<file path="src/rtl/run_detect_ctrl_if.sv">
// rtl/run_detect_ctrl_if.sv - word-in / count-out handshake bundle for run_detect_ctrl
interface run_detect_ctrl_if #(
  parameter int WIDTH = 16,
  parameter int CNT_W = 5
);
  logic             in_valid;
  logic             in_ready;
  logic [WIDTH-1:0] in_data;
  logic             out_valid;
  logic             out_ready;
  logic [CNT_W-1:0] match_count;

  modport master (
    output in_valid, in_data, out_ready,
    input  in_ready, out_valid, match_count
  );

  modport slave (
    input  in_valid, in_data, out_ready,
    output in_ready, out_valid, match_count
  );
endinterface

</file>
<file path="src/rtl/run_detect_ctrl.sv">
// rtl/run_detect_ctrl.sv - serialises words MSB-first into a run detector and reports z-high counts
// Optional RUN_DETECT_CARRY_RUN_EN: the run survives word boundaries instead of being cleared on accept.
module run_detect_ctrl #(
  parameter int WIDTH   = 16,
  parameter int RUN_LEN = 4,
  parameter int CNT_W   = 5
) (
  input  logic                clk,
  input  logic                reset,
  run_detect_ctrl_if.slave    bus,
  output logic                busy,
  output logic                cur_bit,
  output logic                z
);

  localparam int IDX_W = (WIDTH > 1) ? $clog2(WIDTH) : 1;
  localparam int RL_W  = $clog2(RUN_LEN + 1);
  localparam logic [RL_W-1:0]  RUN_MAX = RL_W'(RUN_LEN);
  localparam logic [RL_W-1:0]  RUN_ONE = RL_W'(1);
  localparam logic [CNT_W-1:0] CNT_MAX = '1;

  typedef enum logic [1:0] {
    IDLE   = 2'd0,
    SHIFT  = 2'd1,
    REPORT = 2'd2
  } state_t;

  state_t           state;
  state_t           state_next;
  logic [WIDTH-1:0] word;
  logic [IDX_W-1:0] idx;
  logic [RL_W-1:0]  run_len;
  logic [RL_W-1:0]  run_next;
  logic             last_bit;
  logic [CNT_W-1:0] count;
  logic             accept;

  always_ff @(posedge clk or posedge reset) begin
    if (reset) begin
      state <= IDLE;
    end else begin
      state <= state_next;
    end
  end

  always_comb begin
    state_next   = state;
    bus.in_ready = 1'b0;
    bus.out_valid = 1'b0;
    busy         = 1'b0;
    accept       = 1'b0;
    case (state)
      IDLE: begin
        bus.in_ready = 1'b1;
        if (bus.in_valid) begin
          accept     = 1'b1;
          state_next = SHIFT;
        end
      end
      SHIFT: begin
        busy = 1'b1;
        if (idx == '0) begin
          state_next = REPORT;
        end
      end
      REPORT: begin
        busy          = 1'b1;
        bus.out_valid = 1'b1;
        if (bus.out_ready) begin
          state_next = IDLE;
        end
      end
      default: state_next = IDLE;
    endcase
  end

  // z reflects the run including the bit on w this cycle, so it is taken from run_next.
  always_comb begin
    cur_bit = (state == SHIFT) ? word[idx] : 1'b0;
    if (run_len == '0 || cur_bit != last_bit) begin
      run_next = RUN_ONE;
    end else if (run_len == RUN_MAX) begin
      run_next = RUN_MAX;
    end else begin
      run_next = run_len + 1'b1;
    end
    z = (state == SHIFT) && (run_next == RUN_MAX);
  end

  always_ff @(posedge clk or posedge reset) begin
    if (reset) begin
      word     <= '0;
      idx      <= '0;
      run_len  <= '0;
      last_bit <= 1'b0;
      count    <= '0;
    end else if (accept) begin
      word  <= bus.in_data;
      idx   <= IDX_W'(WIDTH - 1);
      count <= '0;
`ifndef RUN_DETECT_CARRY_RUN_EN
      run_len  <= '0;
      last_bit <= 1'b0;
`endif
    end else if (state == SHIFT) begin
      run_len  <= run_next;
      last_bit <= cur_bit;
      idx      <= idx - 1'b1;
      if (z && count != CNT_MAX) begin
        count <= count + 1'b1;
      end
    end
  end

  assign bus.match_count = count;

endmodule

</file>
<file path="src/flat_wrapper.sv">
// flat-port wrapper written by rule: the top's interface ports become plain ports
module run_detect_ctrl_flat 
#(
  parameter int WIDTH   = 16,
  parameter int RUN_LEN = 4,
  parameter int CNT_W   = 5
)
  (clk, reset, busy, cur_bit, z, bus_in_valid, bus_in_data, bus_out_ready, bus_in_ready, bus_out_valid, bus_match_count);
  run_detect_ctrl_if #(.WIDTH(WIDTH), .CNT_W(CNT_W)) bus_i ();
  input  logic clk;
  input  logic reset;
  output logic busy;
  output logic cur_bit;
  output logic z;
  input wire logic [$bits(bus_i.in_valid)-1:0] bus_in_valid;
  input wire logic [$bits(bus_i.in_data)-1:0] bus_in_data;
  input wire logic [$bits(bus_i.out_ready)-1:0] bus_out_ready;
  output wire logic [$bits(bus_i.in_ready)-1:0] bus_in_ready;
  output wire logic [$bits(bus_i.out_valid)-1:0] bus_out_valid;
  output wire logic [$bits(bus_i.match_count)-1:0] bus_match_count;
  assign bus_i.in_valid = bus_in_valid;
  assign bus_i.in_data = bus_in_data;
  assign bus_i.out_ready = bus_out_ready;
  assign bus_in_ready = bus_i.in_ready;
  assign bus_out_valid = bus_i.out_valid;
  assign bus_match_count = bus_i.match_count;
  run_detect_ctrl #(.WIDTH(WIDTH), .RUN_LEN(RUN_LEN), .CNT_W(CNT_W)) u_core (.clk(clk), .reset(reset), .bus(bus_i), .busy(busy), .cur_bit(cur_bit), .z(z));
endmodule
</file>
<file path="config.mk">
export PLATFORM = sky130hd
export DESIGN_NAME = run_detect_ctrl_flat
export DESIGN_NICKNAME = d
export VERILOG_FILES = /design/src/rtl/run_detect_ctrl_if.sv /design/src/rtl/run_detect_ctrl.sv /design/src/flat_wrapper.sv
export SDC_FILE = /design/constraint.sdc
export NUM_CORES = 1
export LEC_CHECK = 0
export BUFFER_PORTS_ARGS = -buffer_cell sky130_fd_sc_hd__buf_2
export CAP_MARGIN = 20
export CORE_ASPECT_RATIO = 1.75
export CORE_MARGIN = 1
export CORE_UTILIZATION = 45
export CTS_BUF_LIST = sky130_fd_sc_hd__clkbuf_8
export DETAILED_ROUTE_END_ITERATION = 8
export GPL_TIMING_DRIVEN = 0
export PLACE_DENSITY = 0.65
export SETUP_SLACK_MARGIN = 0.15
export SLEW_MARGIN = 20
export SYNTH_ARGS = -nofsm -noshare
export SYNTH_HDL_FRONTEND = slang
export SYNTH_SLANG_ARGS = --single-unit
</file>
<file path="constraint.sdc">
create_clock -name clk -period 3.54 [get_ports clk]
set_input_delay 0.708 -clock clk [delete_from_list [all_inputs] [get_ports clk]]
set_output_delay 0.708 -clock clk [all_outputs]
set_load 0.02 [all_outputs]
</file>
==> impl_results.md <==
* Crit Path Class: reg2out
* Die area at slightly below 4000 µm²
* Mapped Cells at 182
* Endpoint, Worst Hold: u_core.word[2]$_DFFE_PP0P_
* Worst EP required at about 2.8 ns
* Max Cap Viol at 0
* Slowest Stage Delay on Critical Path at 0.51 ns
* Largest area contributor in the netlist: dfrtp_1
* Cells on worst reg2reg path at 8
* Top cell family by delay on the critical path: multiplexers
* Root buffer cell: clkbuf_8
* Via-to-Cell Ratio at 5.080
* Worst Max-Slew Pin Slew at 0.6437 ns
* I/O pins at 30
* Syn_nets at 210
* WHS Path Cells at 2
* Buffers on Ports at 29
* Final instance area at 1972 µm²
* Critical path buffer and inverter count at 2
* Critical path launch point type: flip-flop
* Relative slew margins at a little under three fifths
* CTS Buf Count at 5
* CP cell instances: buf_6 -> mux2i_1 -> mux4_2 -> mux2_4 -> a21o_2 -> nor2_1 -> buf_2
* Placeable Area at roughly 3500 µm²
* Outcome: completed
* Ant diodes at 0
* Final wirelength at 3.354 mm
* Worst flop-to-flop path startpoint: u_core.run_len[0]$_DFFE_PP0P_
* Layout cells sized above 1 at around 20%
* Vias in the first global route at 1,254
* Top cell type's share of synthesized area at between 40 and 50%
* Total power at 1.531 mW
* Slowest cell on crit path: mux4_2
* Total track usage at 19.62%
* Antenna-violating nets left at 0
* Layout Skew at between 0.006 and 0.007 ns
* GR Overflow Total at 0
* CTS tree: done
* Final Hold Fails at 0
* Fill cells at 310
* Clock Sinks at 31
* H-tree Lvls at 2
* Ranking of synthesized cells by area: dfrtp_1 (46%), nand2_1 (14%), mux2i_1 (7.2%), ha_1 (6.0%), o21ai_0 (2.7%)
* Synth warn at 0
* CP max FO at 10
* Post-CTS setup buffers at 0
* DRT Pass-1 Iters at 4
* Hold crit path type: reg2reg
* CP Capture Type: primary output
* Initial antenna violation count at 0
* Clock Path Buffers at 2
* Final max-slew violation count at 0
* Area delta synth->final at 18.05%
* Die width at 48.06 µm
* Vias post-DR at about 1,300
* Average routed wire per standard cell at 12.70 µm
* Row Count at 28
* Highest Clock Rate at 333.8 MHz
* Largest net degree at the start of global routing at 32
* Reg2reg setup slack at 0.81 ns
* Placed Area at 1872 µm²
* Post-synth cell types at 32
* Clk pin slew, worst setup/hold paths at around 0.06 ns
* Period utilisation layout at 84.64%
* Mapped cell area at 1670 µm²
* Sequential share of the synthesized area at 46.44%
* Worst-Skew Late Latency at 0.28 ns
* First-pass GRT wire length at 5.416 mm
* Leakage at roughly 1.1 nW
* Post-DP HPWL at 2.570 mm
* Avg Cell Area, Syn at 9.178 µm²
* PwrDens at 776.2 nW/µm²
* Die Y at 82.60 µm
* RePlAce Congestion at ~0.76
* WHS at 0.4741 ns
* Hold Buf Count CTS at 0
* Total negative setup slack at 0 ns
* Critical path arrival at 2.29 ns
* Setup violators final at 0
* Nets at 246
* Worst Setup SP: u_core.idx[1]$_DFFE_PP0P_
* Worst R2R End: u_core.bus.match_count[3]$_DFFE_PP0P_
* Peak supply drop at 0.4587 mV
* FF+latch count, synth at 31
* RSZ-0062 raised after global routing: false
* Initial core utilization at ~48%
* Hold wc startpoint: u_core.word[2]$_DFFE_PP0P_
* Post-route minimum period at 2.996 ns
* Drt drc at 0
* DRT iter0 DRCs at 20
* Final design utilization at 56.85%
* Cts repair resizes at 0
## metrics by stage
| stage | setup WS, ns | std cells |
|---|---|---|
| after global routing | 0.4360 | 264 |
| final | 0.5438 | 264 |
| after floorplan | 0.8888 | 182 |
| after detailed placement | 0.8361 | 256 |
| after global placement | 0.8254 | 256 |
| after CTS | 0.5290 | 264 |
## kinds of logic (layout without fill, tap and decap cells)
family / Yosys count / count (layout) / share of synthesized area [%]
buffers and inverters: 18 / 55 / 4.494
AND/OR/NAND/NOR: 83 / 83 / 21.50
adder cells (fa/ha/maj): 8 / 8 / 5.993
multiplexers: 15 / 15 / 10.79
AO/OA/AOI/OAI: 23 / 23 / 8.690
XOR/XNOR: 4 / 4 / 2.098
flip-flops: 31 / 31 / 46.44
## cells in the final DEF, fill, tap and decap left out, types with 2 or more instances in the layout
| cell | Yosys | layout |
|---|---|---|
| a21oi_1 | 7 | 7 |
| and3_1 | 2 | 2 |
| buf_2 | 0 | 29 |
| clkbuf_1 | 5 | 5 |
| clkbuf_8 | 0 | 7 |
| dfrtp_1 | 31 | 31 |
| ha_1 | 8 | 8 |
| inv_1 | 11 | 11 |
| mux2i_1 | 12 | 12 |
| mux4_2 | 2 | 2 |
| nand2_1 | 63 | 63 |
| nand3_1 | 3 | 3 |
| nor2_1 | 3 | 3 |
| nor2b_1 | 2 | 2 |
| nor3b_1 | 2 | 2 |
| o21ai_0 | 9 | 9 |
| or3_1 | 3 | 3 |
| xnor2_1 | 3 | 3 |
## where the power goes
part	switching, mW	internal [mW]	leakage (nW)
registers	0.0785	0.481	0.385
clock network	0.125	0.174	0.0557
logic	0.399	0.272	0.616
total	0.603	0.928	1.06
## worst min-delay path, cell delays in order (launching register included)
cell	delay (ns)
dfrtp_1	0.34
nand2_1	0.05
nand2_1	0.05
## final cells by class
class | count | area [µm²] | share of cell area [%]
multi-input cells | 133 | 819.5 | 41.56
well taps | 45 | 56.30 | 2.855
repair buffers | 29 | 145.1 | 7.360
clock buffers | 7 | 96.34 | 4.886
flip-flops and latches | 31 | 775.7 | 39.34
inverters | 11 | 41.29 | 2.094
clock inverters | 1 | 3.754 | 0.1904
plain buffers | 7 | 33.78 | 1.713
## per-layer routing
| metal | share of wire [%] | track usage [%] | vias to the layer above |
|---|---|---|---|
| met5 | 0 | 0 | - |
| met1 | 41 | 21.16 | 630 |
| met3 | 2.8 | 4.783 | 7 |
| met4 | 1.8 | 8.611 | 0 |
| met2 | 55 | 34.32 | 30 |
| li1 | - | - | 674 |
## flip-flops by register name (all words and copies together) (netlist names)
register                count
u_core.last_bit             1
u_core.idx                  4
u_core.bus.match_count      5
u_core.word                16
u_core.run_len              3
u_core.state                2
## synthesized netlist by cell type
| library cell | count |
|---|---|
| clkbuf_1 | 5 |
| xor2_1 | 1 |
| mux4_2 | 2 |
| nor4_1 | 1 |
| buf_6 | 1 |
| nor3b_1 | 2 |
| or2_2 | 1 |
| o21a_1 | 1 |
| a211o_1 | 1 |
| and2_0 | 1 |
| or3_1 | 3 |
| a211oi_1 | 1 |
| a221oi_1 | 1 |
| dfrtp_1 | 31 |
| nand3_1 | 3 |
| xnor2_1 | 3 |
| buf_1 | 1 |
| nor2_1 | 3 |
| nand2_1 | 63 |
| o21ai_0 | 9 |
| nand4b_1 | 1 |
| a21o_2 | 1 |
| and3_1 | 2 |
| or4b_1 | 1 |
| ha_1 | 8 |
| a21oi_1 | 7 |
| mux2_4 | 1 |
| nor2b_1 | 2 |
| inv_1 | 11 |
| mux2i_1 | 12 |
| a211o_4 | 1 |
| o22ai_1 | 1 |
## worst max-delay path by stage
stage          endpoint  slack, ns  cells past startpoint
5_1_grt               z       0.44                      7
6_report              z       0.54                      7
4_1_cts               z       0.53                      7
2_1_floorplan         z       0.89                      6
3_5_place_dp          z       0.84                      7
3_3_place_gp          z       0.83                      7
No activity file was read; power rests on OpenSTA's default activity.
